--- config.mk ---
export PLATFORM = sky130hd
export DESIGN_NAME = inst_mem_loader
export DESIGN_NICKNAME = d
export VERILOG_FILES = /design/src/rtl/inst_mem_loader.sv
export SDC_FILE = /design/constraint.sdc
export NUM_CORES = 1
export LEC_CHECK = 0
export CORE_MARGIN = 8
export CORE_UTILIZATION = 57
export CTS_CLUSTER_DIAMETER = 30
export DETAILED_ROUTE_END_ITERATION = 16
export GPL_ROUTABILITY_DRIVEN = 0
export PLACE_DENSITY_LB_ADDON = 0.05
export SLEW_MARGIN = 20
export SYNTH_ARGS = -nofsm -noshare
export SYNTH_HDL_FRONTEND = slang
export SYNTH_SLANG_ARGS = --single-unit
--- constraint.sdc ---
create_clock -name clk -period 9.6 [get_ports clk]
set_clock_uncertainty 0.1 [all_clocks]
set_input_delay 0.96 -clock clk [delete_from_list [all_inputs] [get_ports clk]]
set_output_delay 0.96 -clock clk [all_outputs]
set_load 0.005 [all_outputs]
--- src/rtl/inst_mem_loader.sv ---
// Byte-stream loader that frames a word count plus little-endian instruction words into
// instruction-memory writes. Optional trailing XOR checksum under INST_LOADER_CHECKSUM_EN.
module inst_mem_loader #(
  parameter int ADDR_W    = 10,
  parameter int MAX_WORDS = 256
) (
  input  logic        clk,
  input  logic        rst,
  input  logic        start,
  input  logic [7:0]  in_data,
  input  logic        in_valid,
  output logic        in_ready,
  output logic        mem_we,
  output logic [31:0] mem_addr,
  output logic [31:0] mem_wdata,
  output logic        cpu_rst,
  output logic        busy,
  output logic        done,
  output logic        err,
  output logic [15:0] word_cnt
);

  typedef enum logic [2:0] {IDLE, HDR0, HDR1, DATA, WRITE, CSUM, DONE, ERR} state_t;

  localparam logic [63:0] ADDR_MASK64 = (64'd1 << ADDR_W) - 64'd1;
  localparam logic [31:0] ADDR_MASK   = ADDR_MASK64[31:0];
  localparam logic [31:0] MAX_W       = 32'(MAX_WORDS);

  state_t      state, next_state;
  logic [15:0] count;
  logic [1:0]  byte_idx;
  logic [23:0] byte_buf;
  logic        accept;
  logic        idle_like;
  logic [15:0] count_full;
  logic        last_word;
  logic [31:0] addr_next;
`ifdef INST_LOADER_CHECKSUM_EN
  logic [7:0]  csum;
`endif

  assign in_ready   = (state == HDR0) || (state == HDR1) || (state == DATA) || (state == CSUM);
  assign busy       = (state == HDR0) || (state == HDR1) || (state == DATA) ||
                      (state == WRITE) || (state == CSUM);
  assign accept     = in_valid && in_ready;
  assign idle_like  = (state == IDLE) || (state == DONE) || (state == ERR);
  assign count_full = {in_data, count[7:0]};
  assign last_word  = (word_cnt + 16'd1) == count;
  assign addr_next  = {14'd0, word_cnt, 2'b00} & ADDR_MASK;

  always_comb begin
    next_state = state;
    case (state)
      IDLE, DONE, ERR: if (start) next_state = HDR0;
      HDR0: if (accept) next_state = HDR1;
      HDR1: if (accept) begin
        if (count_full == 16'd0)
`ifdef INST_LOADER_CHECKSUM_EN
          next_state = CSUM;
`else
          next_state = DONE;
`endif
        else if ({16'd0, count_full} > MAX_W) next_state = ERR;
        else                                  next_state = DATA;
      end
      DATA: if (accept && byte_idx == 2'd3) next_state = WRITE;
      WRITE: begin
        if (last_word)
`ifdef INST_LOADER_CHECKSUM_EN
          next_state = CSUM;
`else
          next_state = DONE;
`endif
        else
          next_state = DATA;
      end
`ifdef INST_LOADER_CHECKSUM_EN
      CSUM: if (accept) next_state = (in_data == csum) ? DONE : ERR;
`endif
      default: next_state = IDLE;
    endcase
  end

  always_ff @(posedge clk or posedge rst) begin
    if (rst) begin
      state     <= IDLE;
      count     <= '0;
      byte_idx  <= '0;
      byte_buf  <= '0;
      mem_we    <= 1'b0;
      mem_addr  <= '0;
      mem_wdata <= '0;
      cpu_rst   <= 1'b0;
      done      <= 1'b0;
      err       <= 1'b0;
      word_cnt  <= '0;
`ifdef INST_LOADER_CHECKSUM_EN
      csum      <= '0;
`endif
    end else begin
      state   <= next_state;
      // Status outputs are registered from next_state so they line up with the state register.
      mem_we  <= (next_state == WRITE);
      cpu_rst <= (next_state == HDR0) || (next_state == HDR1) || (next_state == DATA) ||
                 (next_state == WRITE) || (next_state == CSUM) || (next_state == ERR);
      done    <= (next_state == DONE);
      err     <= (next_state == ERR);

      if (idle_like && start) begin
        word_cnt <= '0;
        byte_idx <= '0;
`ifdef INST_LOADER_CHECKSUM_EN
        csum     <= '0;
`endif
      end

      if (accept && state == HDR0) count[7:0]  <= in_data;
      if (accept && state == HDR1) count[15:8] <= in_data;

      if (accept && state == DATA) begin
        byte_idx <= byte_idx + 2'd1;
`ifdef INST_LOADER_CHECKSUM_EN
        csum     <= csum ^ in_data;
`endif
        if (byte_idx == 2'd3) begin
          mem_wdata <= {in_data, byte_buf};
          mem_addr  <= addr_next;
        end else begin
          byte_buf[{byte_idx, 3'b000} +: 8] <= in_data;
        end
      end

      if (state == WRITE) word_cnt <= word_cnt + 16'd1;
    end
  end

endmodule

Yosys cells after proc, flatten, opt, wreduce, memory -nomap -nowiden

Cells that the tools add are included.

Register bits: 105
Bits in latches: 0
RAM bits: 0
Memory bits (read-only): 0
Bits of input ports: 12
Output and inout bits: 86
Logic and storage cells: 73
Memories kept: 0

Add/sub/neg operators: 3
Multipliers: 0
Div/mod/pow operators: 0
Magnitude comparators: 1
Equal/unequal tests: 16
Shift-type cells: 2
Muxes and demuxes: 13
Bitwise gates (word level): 1
Reductions and logical operators: 25

Operators by type and width:

| cell                   | number |
|---|---|
| $mux 16                | 2 |
| $bwmux 24              | 1 |
| $eq 3x3->1 const B     | 8 |
| $shift 8x7->24 const A | 1 |
| $shiftx 8x7->24        | 1 |
| $mux 3                 | 7 |
| $add 16x1->16 const B  | 1 |
| $eq 16x16->1           | 1 |
| $gt 16x9->1 const B    | 1 |
| $logic_not 16->1       | 1 |
| $pmux 3 s5             | 1 |
| $eq 3x2->1 const B     | 4 |
| $logic_or 1x1->1       | 12 |
| $neg 5->7              | 1 |
| $eq 3x1->1 const B     | 2 |
| $logic_and 1x1->1      | 6 |
| $mux 2                 | 2 |
| $reduce_and 2->1       | 2 |
| $reduce_bool 2->1      | 2 |
| $logic_not 3->1        | 1 |
| $reduce_or 3->1        | 1 |
| $add 2x1->2 const B    | 1 |
| $eq 2x2->1 const B     | 1 |
| $not 1->1              | 1 |

Depth between registers and ports, before layout

Gate-level depths: netlist of the first run.

Depth in word-level cells: 14
Mapped depth: 8
Mapped depth without buffers: 7

Worst setup path after synthesis of the first run

OpenSTA, ideal clock, no wires.

Path type: reg-to-reg
From: register word_cnt[1]
To: register state[2]
Library setup time: 66 ps
Arrival: 2250 ps
Data required time: 9434 ps
Slack: 7184 ps
Cell stages (with the launch flop): 9
Buffers on the path: 1
Clock period less this slack: 2416 ps
Cells stage by stage: dfrtp_1 > ha_1 > buf_2 > nand3_4 > o41ai_1 > o2111ai_1 > a2111o_1 > or4_1 > nand2_1

Cells in the longest elaborated chain, start to end: 4

Ends and longest elaborated chain:

| element                | RTL line | text |
|---|---|---|
| from (decl)            | 20       | `output logic [15:0] word_cnt` |
| from (signal assigned) | 133      | `if (state == WRITE) word_cnt <= word_cnt + 16'd1;` |
| $add 16x1->16          | 48       | `assign last_word = (word_cnt + 16'd1) == count;` |
| $eq 16x16->1           | 48       |  |
| $mux 3                 | 68       | `if (last_word)` |
| $pmux 3 s5             | 53       | `case (state)` |
| net next_state[2]      | 29       | `state_t state, next_state;` |
| to (signal assigned)   | 101      | `state <= next_state;` |
| to (decl)              | 29       |  |

The timed path passes the listed nets, and every way through them passes these cells.
A chain may end at the register's enable or synchronous reset.

Worst setup path in the final report of the first run

From: input in_valid
To: register cpu_rst

Cells in the longest elaborated chain, start to end: 10
Elaborated cells between the ends (all ways): 17
Classes of those cells: 6 x eq/ne; 4 x mux; 7 x reduce/logical

Ends and longest elaborated chain:

| element                                  | RTL line | text |
|---|---|---|
| from (decl)                              | 11       | `input logic in_valid,` |
| $logic_and 1x1->1 (*)                    | 45       | `assign accept = in_valid && in_ready;` |
| $logic_and 1x1->1                        | 66       | `DATA: if (accept && byte_idx == 2'd3) next_state = WRITE;` |
| $mux 3                                   | 66       |  |
| $pmux 3 s5 (*)                           | 53       |  |
| $eq 3x1->1 or $eq 3x2->1 (tied branches) | 104      | `cpu_rst <= (next_state == HDR0) \|\| (next_state == HDR1) \|\| (next_state == DATA) \|\|` |
| $logic_or 1x1->1 (3 in a row)            | 104      |  |
| $logic_or 1x1->1                         | 105      | `(next_state == WRITE) \|\| (next_state == CSUM) \|\| (next_state == ERR);` |
| $logic_or 1x1->1 (*)                     | 105      |  |
| to (signal assigned)                     | 104      |  |
| to (decl)                                | 16       | `output logic cpu_rst,` |

Every way passes the cells marked *; elsewhere a longest branch is shown, timed or not.

==> metrics.md, run 1 <==
| Metric | Value |
|---|---|
| Static Leak | `2.76 nW` |
| Synth unique cells | `51` |
| Main flop type after synthesis | `dfrtp_1` |
| Slowest CP cell | `nand2_2` |
| Tightest Hold Check Type | `flip-flop to flip-flop` |
| Fmax | `0.332 GHz` |
| VDD IR max | `0.137 mV` |
| Worst slew pin tran | `1.04 ns` |
| PostCTS Resize Cnt | `0` |
| Critical Path AT | `3.16 ns` |
| CTS buffer count | `9` |
| CTS clk-pin slew, worst paths | `0.09 ns` |
| Post-Syn Area | `0.00523 mm²` |
| Critical path's largest stage delay | `0.61 ns` |
| Post-synthesis cell count | `514` |
| Worst EP required | `9.74 ns` |
| Crit path max fanout | `44` |
| Count of pins over their slew limit | `0` |
| Worst reg2reg startpoint | `word_cnt[0]$_DFFE_PP0P_` |
| Most frequent cells in the layout | `dfrtp_1 (105), nand2_1 (98), clkdlybuf4s50_1 (73)` |
| Total Routing Usage GR | `0.194` |
| Share of cells above drive strength 1 | `0.127` |
| Hold_buf cts | `0` |
| Routed length per instance | `17.2 µm` |
| Initial antenna violation count | `0` |
| Fin crit period | `3.01 ns` |
| Nets | `589` |
| Die Y | `112 µm` |
| Vias | `3919` |
| Area Overhead vs Synth | `17.3%` |
| DR iter-0 viols | `212` |
| CP Cell Sequence | `clkdlybuf4s50_1 > nand2_1 > nor2_1 > nand2_2 > o221a_2 > nor2b_1 > a2bb2oi_1` |
| Post-CTS setup buffer count | `0` |
| Ys async rst share | `1.00` |
| Place WS | `6.21 ns` |
| First-pass GRT wire length | `19900 µm` |
| Post-route antenna net violation count | `0` |
| # rows | `35` |
| Hold Path Origin | `byte_buf[0]$_DFFE_PP0P_` |
| N_diodes | `0` |
| Worst setup SP type | `input pin` |
| Largest net degree at the start of global routing | `55` |
| Final period util | `0.314` |
| WL final | `11800 µm` |
| EDFF count, synth | `0` |
| Yosys reg bits | `105` |
| Starting Density | `0.577` |
| CP Capture Type | `flip-flop` |
| Final Setup Violations | `0` |
| Number of I/O port buffers | `73` |
| I/O pins | `98` |
| Clk Latency, worst-skew pair | `0.36 ns` |
| Gr ovfl total | `0` |
| Number of global-route vias before repair | `3935` |
| Final-report hold violation count | `0` |
| Fillers | `724` |
| Pre-Repair DR Iteration Count | `5` |
| Sum Neg Setup Slack | `0 ns` |
| Crit Path Class | `input pin to flip-flop` |
| Core area | `0.00906 mm²` |
| Outcome | `finished clean` |
| CTS tree | `yes` |
| Die area | `0.0125 mm²` |
| CTS sink count | `105` |
| Vias per inst | `5.72` |
| Commonest non-fill, non-tap cell in the layout | `dfrtp_1` |
| Die W | `112 µm` |
| Mapped Avg Cell Area | `10.2 µm²` |
| PnR worst setup slack | `6.59 ns` |
| CTS Buffer Depth | `2` |
| DRC violations left | `0` |
| H-tree levels | `3` |
| RSZ-0062 raised after global routing | `false` |
| MaxCap Viol Count | `0` |
| Root Buffer | `clkbuf_8` |
| Register area share after synthesis | `0.502` |
| Warnings, synthesis | `0` |
| Power density over the cells | `244 mW/mm²` |
| Critical Path Start | `in_valid` |
| Post-DP HPWL | `8140 µm` |
| Slew headroom | `0.305` |
## final timing paths
kind	end	slack, ns	depth (start not counted)
max reg2reg	done$_DFF_PP0_	6.66	7
max	cpu_rst$_DFF_PP0_	6.59	7
min	byte_buf[0]$_DFFE_PP0P_	0.38	2
max in group asynchronous	word_cnt[5]$_DFFE_PP0P_	7.36	3
min reg2reg	byte_buf[0]$_DFFE_PP0P_	0.38	2
min in group asynchronous	mem_wdata[0]$_DFFE_PP0P_	0.94	2
## stage by stage
| stage | std cells | area [µm²] | hold WS (ns) | power [mW] | util |
|---|---|---|---|---|---|
| floorplan | 537 | 5320 | 0.346 | 0.983 | - |
| global placement | 671 | 5900 | 0.359 | 1.17 | 0.651 |
| detailed placement | 671 | 5900 | 0.369 | 1.19 | 0.651 |
| CTS | 685 | 6130 | 0.391 | 1.51 | 0.676 |
| global route | 685 | 6130 | 0.410 | 1.60 | 0.677 |
| finish | 685 | 6130 | 0.380 | 1.50 | 0.677 |
## flip-flops by register name, summed over array words and instances, names as in the netlist
signal	cells
mem_wdata	32
byte_buf	24
count	16
word_cnt	16
mem_addr	8
state	3
byte_idx	2
cpu_rst	1
done	1
err	1
mem_we	1
## Yosys cell counts (all sizes together), types with 2 or more instances
| cell | count | share of area |
|---|---|---|
| clkbuf | 17 | 0.012 |
| a21oi | 11 | 0.011 |
| nor4 | 9 | 0.014 |
| nand3 | 14 | 0.018 |
| mux2 | 47 | 0.10 |
| ha | 6 | 0.014 |
| and4 | 3 | 0.0053 |
| xor2 | 8 | 0.013 |
| inv | 10 | 0.0072 |
| nor2b | 4 | 0.0048 |
| nor2 | 19 | 0.014 |
| nand2b | 6 | 0.0072 |
| o21ai | 47 | 0.045 |
| buf | 35 | 0.047 |
| o31ai | 8 | 0.011 |
| nand3b | 2 | 0.0029 |
| o41ai | 3 | 0.0050 |
| and3 | 4 | 0.0048 |
| o2111ai | 3 | 0.0050 |
| dfrtp | 105 | 0.50 |
| a31oi | 7 | 0.0084 |
| nand4 | 3 | 0.0093 |
| nor3 | 7 | 0.0067 |
| xnor2 | 12 | 0.020 |
| nand2 | 99 | 0.071 |
| or4 | 2 | 0.0029 |
| nor3b | 5 | 0.0072 |
## where the power goes
| part | internal [mW] | leakage, nW | total, mW | switching [mW] |
|---|---|---|---|---|
| combinational | 0.267 | 1.23 | 0.507 | 0.241 |
| sequential | 0.560 | 1.41 | 0.674 | 0.114 |
| clock | 0.171 | 0.111 | 0.318 | 0.147 |
| total | 0.997 | 2.76 | 1.50 | 0.502 |
## kinds of logic after synthesis
group | after synthesis | synth area share
and+or+nand+nor | 182 | 0.176
other | 1 | 0.000717
buffers and inverters | 62 | 0.0660
AOI/OAI and AO/OA | 91 | 0.106
muxes | 47 | 0.101
adders and majority gates | 6 | 0.0144
xor gates and xnor gates | 20 | 0.0335
DFF | 105 | 0.502
## cell type report
class / instances / area (µm²) / share of cell area
Inverter: 10 / 40.0 / 0.00653
Timing Repair Buffer: 75 / 746 / 0.122
Tap cell: 111 / 139 / 0.0226
Multi-Input combinational cell: 370 / 2350 / 0.383
Sequential cell: 105 / 2630 / 0.428
Clock inverter: 5 / 106 / 0.0173
Clock buffer: 9 / 124 / 0.0202
## critical path: cells and delay by family
kind	cells	cell delay, ns
simple gates	4	1.08
buf+inv	1	0.59
compound gates	2	0.54
## metal layers
layer,up-vias,part of all wire,global-route usage
met5,-,0,0
met3,12,0.056,0.0433
met1,1953,0.46,0.257
met2,110,0.48,0.313
met4,0,0.0096,0.0538
li1,1844,-,-
(Power assumes the default switching activity.)
==> run 2, diff against run 1 <==
- CORE_UTILIZATION: 57 -> 47
- clock period: 9.6 -> 2.7 ns (I/O delays scaled with it)
==> metrics.md, run 2 (synthesized netlist as in run 1, its figures left out) <==
| Metric | Value |
|---|---|
| Clk Latency, worst-skew pair | `0.37 ns (about the same)` |
| R2R Path End | `state[2]$_DFF_PP0_` |
| Die area | `0.0148 mm² (+18%)` |
| Total Routing Usage GR | `0.179 (-0.0155)` |
| Slew headroom | `0.551 (+0.246)` |
| Vias | `3975 (+1.4%)` |
| Crit Path Class | `flip-flop to flip-flop` |
| Number of I/O port buffers | `73 (unchanged)` |
| Most flops, register | `mem_wdata` |
| Nets | `614 (+4.2%)` |
| Die Y | `122 µm (+8.7%)` |
| # rows | `38 (+8.6%)` |
| Critical Path Start | `word_cnt[1]$_DFFE_PP0P_` |
| Worst EP required | `2.90 ns (-6.84 ns)` |
| CTS buffer count | `9 (unchanged)` |
| Largest register FFs | `32 (unchanged)` |
| CTS sink count | `105 (unchanged)` |
| Root Buffer | `clkbuf_8` |
| CTS clk-pin slew, worst paths | `0.11 ns (+0.02 ns)` |
| Setup crit end | `state[2]$_DFF_PP0_` |
| Sum Neg Setup Slack | `0 ns (unchanged)` |
| Gr ovfl total | `0 (unchanged)` |
| N_diodes | `0 (unchanged)` |
| Initial antenna violation count | `0 (unchanged)` |
| Tightest Hold Check Type | `input pin to async pin` |
| VDD IR max | `0.446 mV (+230%)` |
| Post-DP HPWL | `9230 µm (+13%)` |
| Vias per inst | `5.36 (-6.2%)` |
| Final period util | `0.960` |
| CTS Buffer Depth | `2 (unchanged)` |
| Commonest non-fill, non-tap cell in the layout | `dfrtp_1` |
| Power density over the cells | `825 mW/mm² (+240%)` |
| Top Registers | `mem_wdata x32, byte_buf x24` |
| Fin crit period | `2.59 ns` |
| Starting Density | `0.483 (-0.0945)` |
| Worst setup SP type | `flip-flop` |
| WL final | `12700 µm (+7.8%)` |
| Hold_buf cts | `0 (unchanged)` |
| Critical Path AT | `2.80 ns (-0.36 ns)` |
| CTS tree | `yes` |
| Crit path max fanout | `10 (-77%)` |
| RSZ-0062 raised after global routing | `false` |
| Count of pins over their slew limit | `0 (unchanged)` |
| Number of global-route vias before repair | `3928 (-0.18%)` |
| Outcome | `finished clean` |
| Area Overhead vs Synth | `21.1%` |
| Reg-to-reg setup timing slack | `0.11 ns (-6.55 ns)` |
| Most frequent cells in the layout | `dfrtp_1 (105), nand2_1 (98), clkdlybuf4s50_1 (73)` |
| CP Capture Type | `flip-flop` |
| DRC violations left | `0 (unchanged)` |
| Routed length per instance | `17.1 µm (-0.36%)` |
| Largest net degree at the start of global routing | `41 (-25%)` |
| Pre-Repair DR Iteration Count | `4 (-1)` |
| R2r worst-path depth | `7 (unchanged)` |
| Post-route antenna net violation count | `0 (unchanged)` |
| Static Leak | `2.86 nW (+3.8%)` |
| Share of cells above drive strength 1 | `0.165 (+0.0375)` |
| Die W | `122 µm (+8.7%)` |
| First-pass GRT wire length | `20900 µm (+5.3%)` |
| Final-report hold violation count | `0 (unchanged)` |
| MaxCap Viol Count | `0 (unchanged)` |
| H-tree levels | `3 (unchanged)` |
| Fmax | `0.386 GHz` |
| Worst slew pin tran | `0.673 ns (-0.366 ns)` |
| Tot Pwr | `5.23 mW (+250%)` |
| DR iter-0 viols | `233 (+9.9%)` |
| Final Setup Violations | `0 (unchanged)` |
| Core area | `0.0108 mm² (+20%)` |
| I/O pins | `98 (unchanged)` |
| Worst reg2reg startpoint | `word_cnt[1]$_DFFE_PP0P_` |
-- run 2: critical path: stages (launching register included) --
cell and delay [ns]:
dfrtp_1 0.37, ha_1 0.37, nand3_4 0.18, o41ai_1 0.41
o2111ai_1 0.17, a2111o_1 0.36, or4_1 0.50, nand2_1 0.08
-- run 2: layout make-up --
| type | count | area [µm²] |
|---|---|---|
| fill | 970 | 4510 |
| sequential | 105 | 2630 |
| multi-input combinational | 370 | 2350 |
| timing repair buffer | 100 | 958 |
| tap | 140 | 175 |
| clock buffer | 10 | 128 |
| clock inverter | 6 | 50.0 |
| inverter | 10 | 41.3 |
-- run 2: report_power, final --
part	internal (mW)	switching [mW]	leakage, nW	total, mW
Combinational	1.02	0.916	1.36	1.94
Clock	0.348	0.568	0.0888	0.917
Sequential	1.99	0.380	1.41	2.37
Total	3.36	1.86	2.86	5.23
-- run 2: worst min-delay path by stage --
stage | end | slack [ns] | from
global placement | byte_buf[23]$_DFFE_PP0P_ | 0.36 | byte_buf[23]$_DFFE_PP0P_
finish | mem_wdata[3]$_DFFE_PP0P_ | 0.23 | rst
detailed placement | mem_wdata[24]$_DFFE_PP0P_ | 0.37 | mem_wdata[24]$_DFFE_PP0P_
global route | mem_wdata[1]$_DFFE_PP0P_ | 0.28 | rst
floorplan | count[10]$_DFFE_PP0P_ | 0.28 | in_data[2]
CTS | mem_wdata[3]$_DFFE_PP0P_ | 0.24 | rst
-- run 2: per-layer routing --
layer,vias to the layer above,global-route usage,wire length (µm)
met4,0,0.0571,151
met2,103,0.275,5850
met1,1963,0.247,6000
met3,14,0.0377,696
met5,-,0,0
li1,1895,-,-
-- run 2: timing repair --
item | CTS | global route
resized for setup | 0 | 1
setup buffers | 0 | 0
endpoints found under the setup margin | 0 | 3
-- run 2: stage by stage --
step	worst slack (ns)	cells	utilization	area (µm²)	hold slack (ns)
final	0.108	741	0.584	6330	0.231
after global routing	0.00506	741	0.584	6330	0.275
after CTS	0.131	741	0.584	6330	0.243
after detailed placement	0.198	725	0.567	6150	0.369
after global placement	0.274	725	0.567	6150	0.362
after floorplan	0.284	537	-	5320	0.275
==> run 3, diff against run 2 <==
- CORE_UTILIZATION: 47 -> 30
- GPL_ROUTABILITY_DRIVEN: 0 -> default
==> metrics.md, run 3 (synthesized netlist as in run 1, its figures left out) <==
| Metric | Value |
|---|---|
| Outcome | `finished clean` |
| Largest register FFs | `32 (unchanged)` |
| Die W | `148 µm (+22%)` |
| DR iter-0 viols | `219 (-6.0%)` |
| Fin crit period | `2.53 ns (-0.0630 ns)` |
| Share of power burned in the clock network | `0.233 (+0.058)` |
| Commonest non-fill, non-tap cell in the layout | `dfrtp_1` |
| Crit path max fanout | `10 (unchanged)` |
| Pint | `3.73 mW (+11%)` |
| Crit path buf inv count | `0 (unchanged)` |
| Post-CTS setup buffer count | `0 (unchanged)` |
| Fmax | `0.395 GHz (+2.5%)` |
| CTS clk-pin slew, worst paths | `0.07 ns (-0.04 ns)` |
| Sum Neg Setup Slack | `0 ns (unchanged)` |
| MaxCap Viol Count | `0 (unchanged)` |
| # rows | `48 (+26%)` |
| Largest net degree at the start of global routing | `64 (+56%)` |
| Core area | `0.0172 mm² (+58%)` |
| Total Routing Usage GR | `0.131 (-0.0475)` |
| PostCTS Resize Cnt | `0 (unchanged)` |
| Most frequent cells in the layout | `dfrtp_1 (105), nand2_1 (98), clkdlybuf4s50_1 (73)` |
| I/O pins | `98 (unchanged)` |
| Final-report hold violation count | `0 (unchanged)` |
| Gr ovfl total | `0 (unchanged)` |
| Top Registers | `mem_wdata x32, byte_buf x24` |
| Pre-Repair DR Iteration Count | `4 (unchanged)` |
| CTS buffer count | `9 (unchanged)` |
| Clk Latency, worst-skew pair | `0.35 ns (-0.02 ns)` |
| VDD IR max | `0.406 mV (-8.9%)` |
| Die area | `0.0219 mm² (+48%)` |
| Power density over the cells | `862 mW/mm² (+4.4%)` |
| Starting Density | `0.305 (-0.178)` |
| Critical path's largest stage delay | `0.48 ns (-0.02 ns)` |
| H-tree levels | `3 (unchanged)` |
| Initial antenna violation count | `0 (unchanged)` |
| Worst setup SP type | `flip-flop` |
| CP Cell Sequence | `ha_1 > nand3_4 > o41ai_1 > o2111ai_1 > a2111o_1 > or4_1 > nand2_1` |
| Post-route antenna net violation count | `0 (unchanged)` |
| Final Setup Violations | `0 (unchanged)` |
| Sw Pwr | `1.92 mW (+2.9%)` |
| Count of pins over their slew limit | `0 (unchanged)` |
| Vias per inst | `4.82 (-10%)` |
| Top delay family on crit path | `compound AO/OA/AOI/OAI gates` |
| Worst reg2reg startpoint | `word_cnt[0]$_DFFE_PP0P_` |
| CTS tree | `yes` |
| Root Buffer | `clkbuf_16` |
| RSZ-0062 raised after global routing | `false` |
| Final period util | `0.937 (-0.0233)` |
| Comb pwr share | `0.345 (-0.026)` |
| Critical Path Start | `word_cnt[0]$_DFFE_PP0P_` |
| Hold_buf cts | `0 (unchanged)` |
| Share of cells above drive strength 1 | `0.163 (-0.00139)` |
| Number of global-route vias before repair | `3985 (+1.5%)` |
| Most flops, register | `mem_wdata` |
| Static Leak | `2.92 nW (+2.1%)` |
| Routed length per instance | `17.1 µm (-0.38%)` |
| Slew headroom | `0.602 (+0.0517)` |
| Post-DP HPWL | `10100 µm (+8.9%)` |
| Slowest CP cell | `or4_1` |
| Critical Path AT | `2.72 ns (-0.08 ns)` |
| N_diodes | `0 (unchanged)` |
| Crit Path Class | `flip-flop to flip-flop` |
| WL final | `14100 µm (+11%)` |
| Nets | `613 (-0.16%)` |
| Hold_ws | `0.200 ns (-0.0309 ns)` |
| Switching part of the total | `0.340 (-0.0168)` |
| Sequential Power Share | `0.422 (-0.032)` |
| DRC violations left | `0 (unchanged)` |
| CTS sink count | `105 (unchanged)` |
| Area Overhead vs Synth | `25.2%` |
| CTS Buffer Depth | `2 (unchanged)` |
| Tightest Hold Check Type | `input pin to async pin` |
| Number of I/O port buffers | `73 (unchanged)` |
| Routability cong. | `0.839` |
| First-pass GRT wire length | `22300 µm (+6.7%)` |
| Worst slew pin tran | `0.591 ns (-0.0815 ns)` |
| Vias | `3977 (+0.050%)` |
| Die Y | `148 µm (+22%)` |
| Worst EP required | `2.89 ns (about the same)` |
| CP Capture Type | `flip-flop` |
==> run 3: changes by cell type in the layout (fill, tap and decap cells not counted) <==
cell        delta
clkbuf_16      +9
clkbuf_8       -6
buf_4          -1
clkbuf_1       -1
clkinv_4       -1
clkinvlp_4     -1
nor4_1         +1
nor4_2         -1
==> run 3: final timing paths <==
check / to / slack [ns] / cells after the start
hold / removal: mem_addr[9]$_DFFE_PP0P_ / 0.20 / 2
hold reg to reg: byte_buf[1]$_DFFE_PP0P_ / 0.38 / 2
min in group clk: byte_buf[1]$_DFFE_PP0P_ / 0.38 / 2
setup reg to reg: state[2]$_DFF_PP0_ / 0.17 / 7
setup / recovery: state[2]$_DFF_PP0_ / 0.17 / 7
max in group asynchronous: mem_addr[3]$_DFFE_PP0P_ / 1.62 / 3
==> run 3: layout make-up <==
class                      count  area (µm²)
inverter                      10        41.3
sequential                   105        2630
multi-input combinational    370        2350
timing repair buffer          99         951
fill                        1750       10600
clock buffer                  12         267
tap                          225         282
clock inverter                 4        33.8
==> run 3: routing by layer <==
layer	vias up	share of wire	track usage
met3	17	0.049	0.0277
met2	113	0.46	0.201
met5	-	0	0
met4	0	0.020	0.0561
li1	1906	-	-
met1	1941	0.47	0.176
==> run 3: power by group through the flow <==
stage	Sequential [mW]	Clock [mW]	Combinational (mW)
after detailed placement	2.42	0	1.97
final	2.38	1.32	1.95
after global routing	2.46	1.43	2.17
after CTS	2.39	1.38	1.98
after floorplan	2.27	0	1.22
after global placement	2.42	0	1.94
==> run 3: per-stage QoR <==
stage          worst slack, ns  cell area, µm²  power (mW)  cells  utilization
2_1_floorplan            0.284            5320        3.49    537            -
3_3_place_gp             0.259            6250        4.36    809        0.364
5_1_grt                 0.0323            6550        6.06    825        0.381
6_report                 0.171            6550        5.65    825        0.381
4_1_cts                  0.178            6550        5.75    825        0.381
3_5_place_dp             0.202            6250        4.39    809        0.364
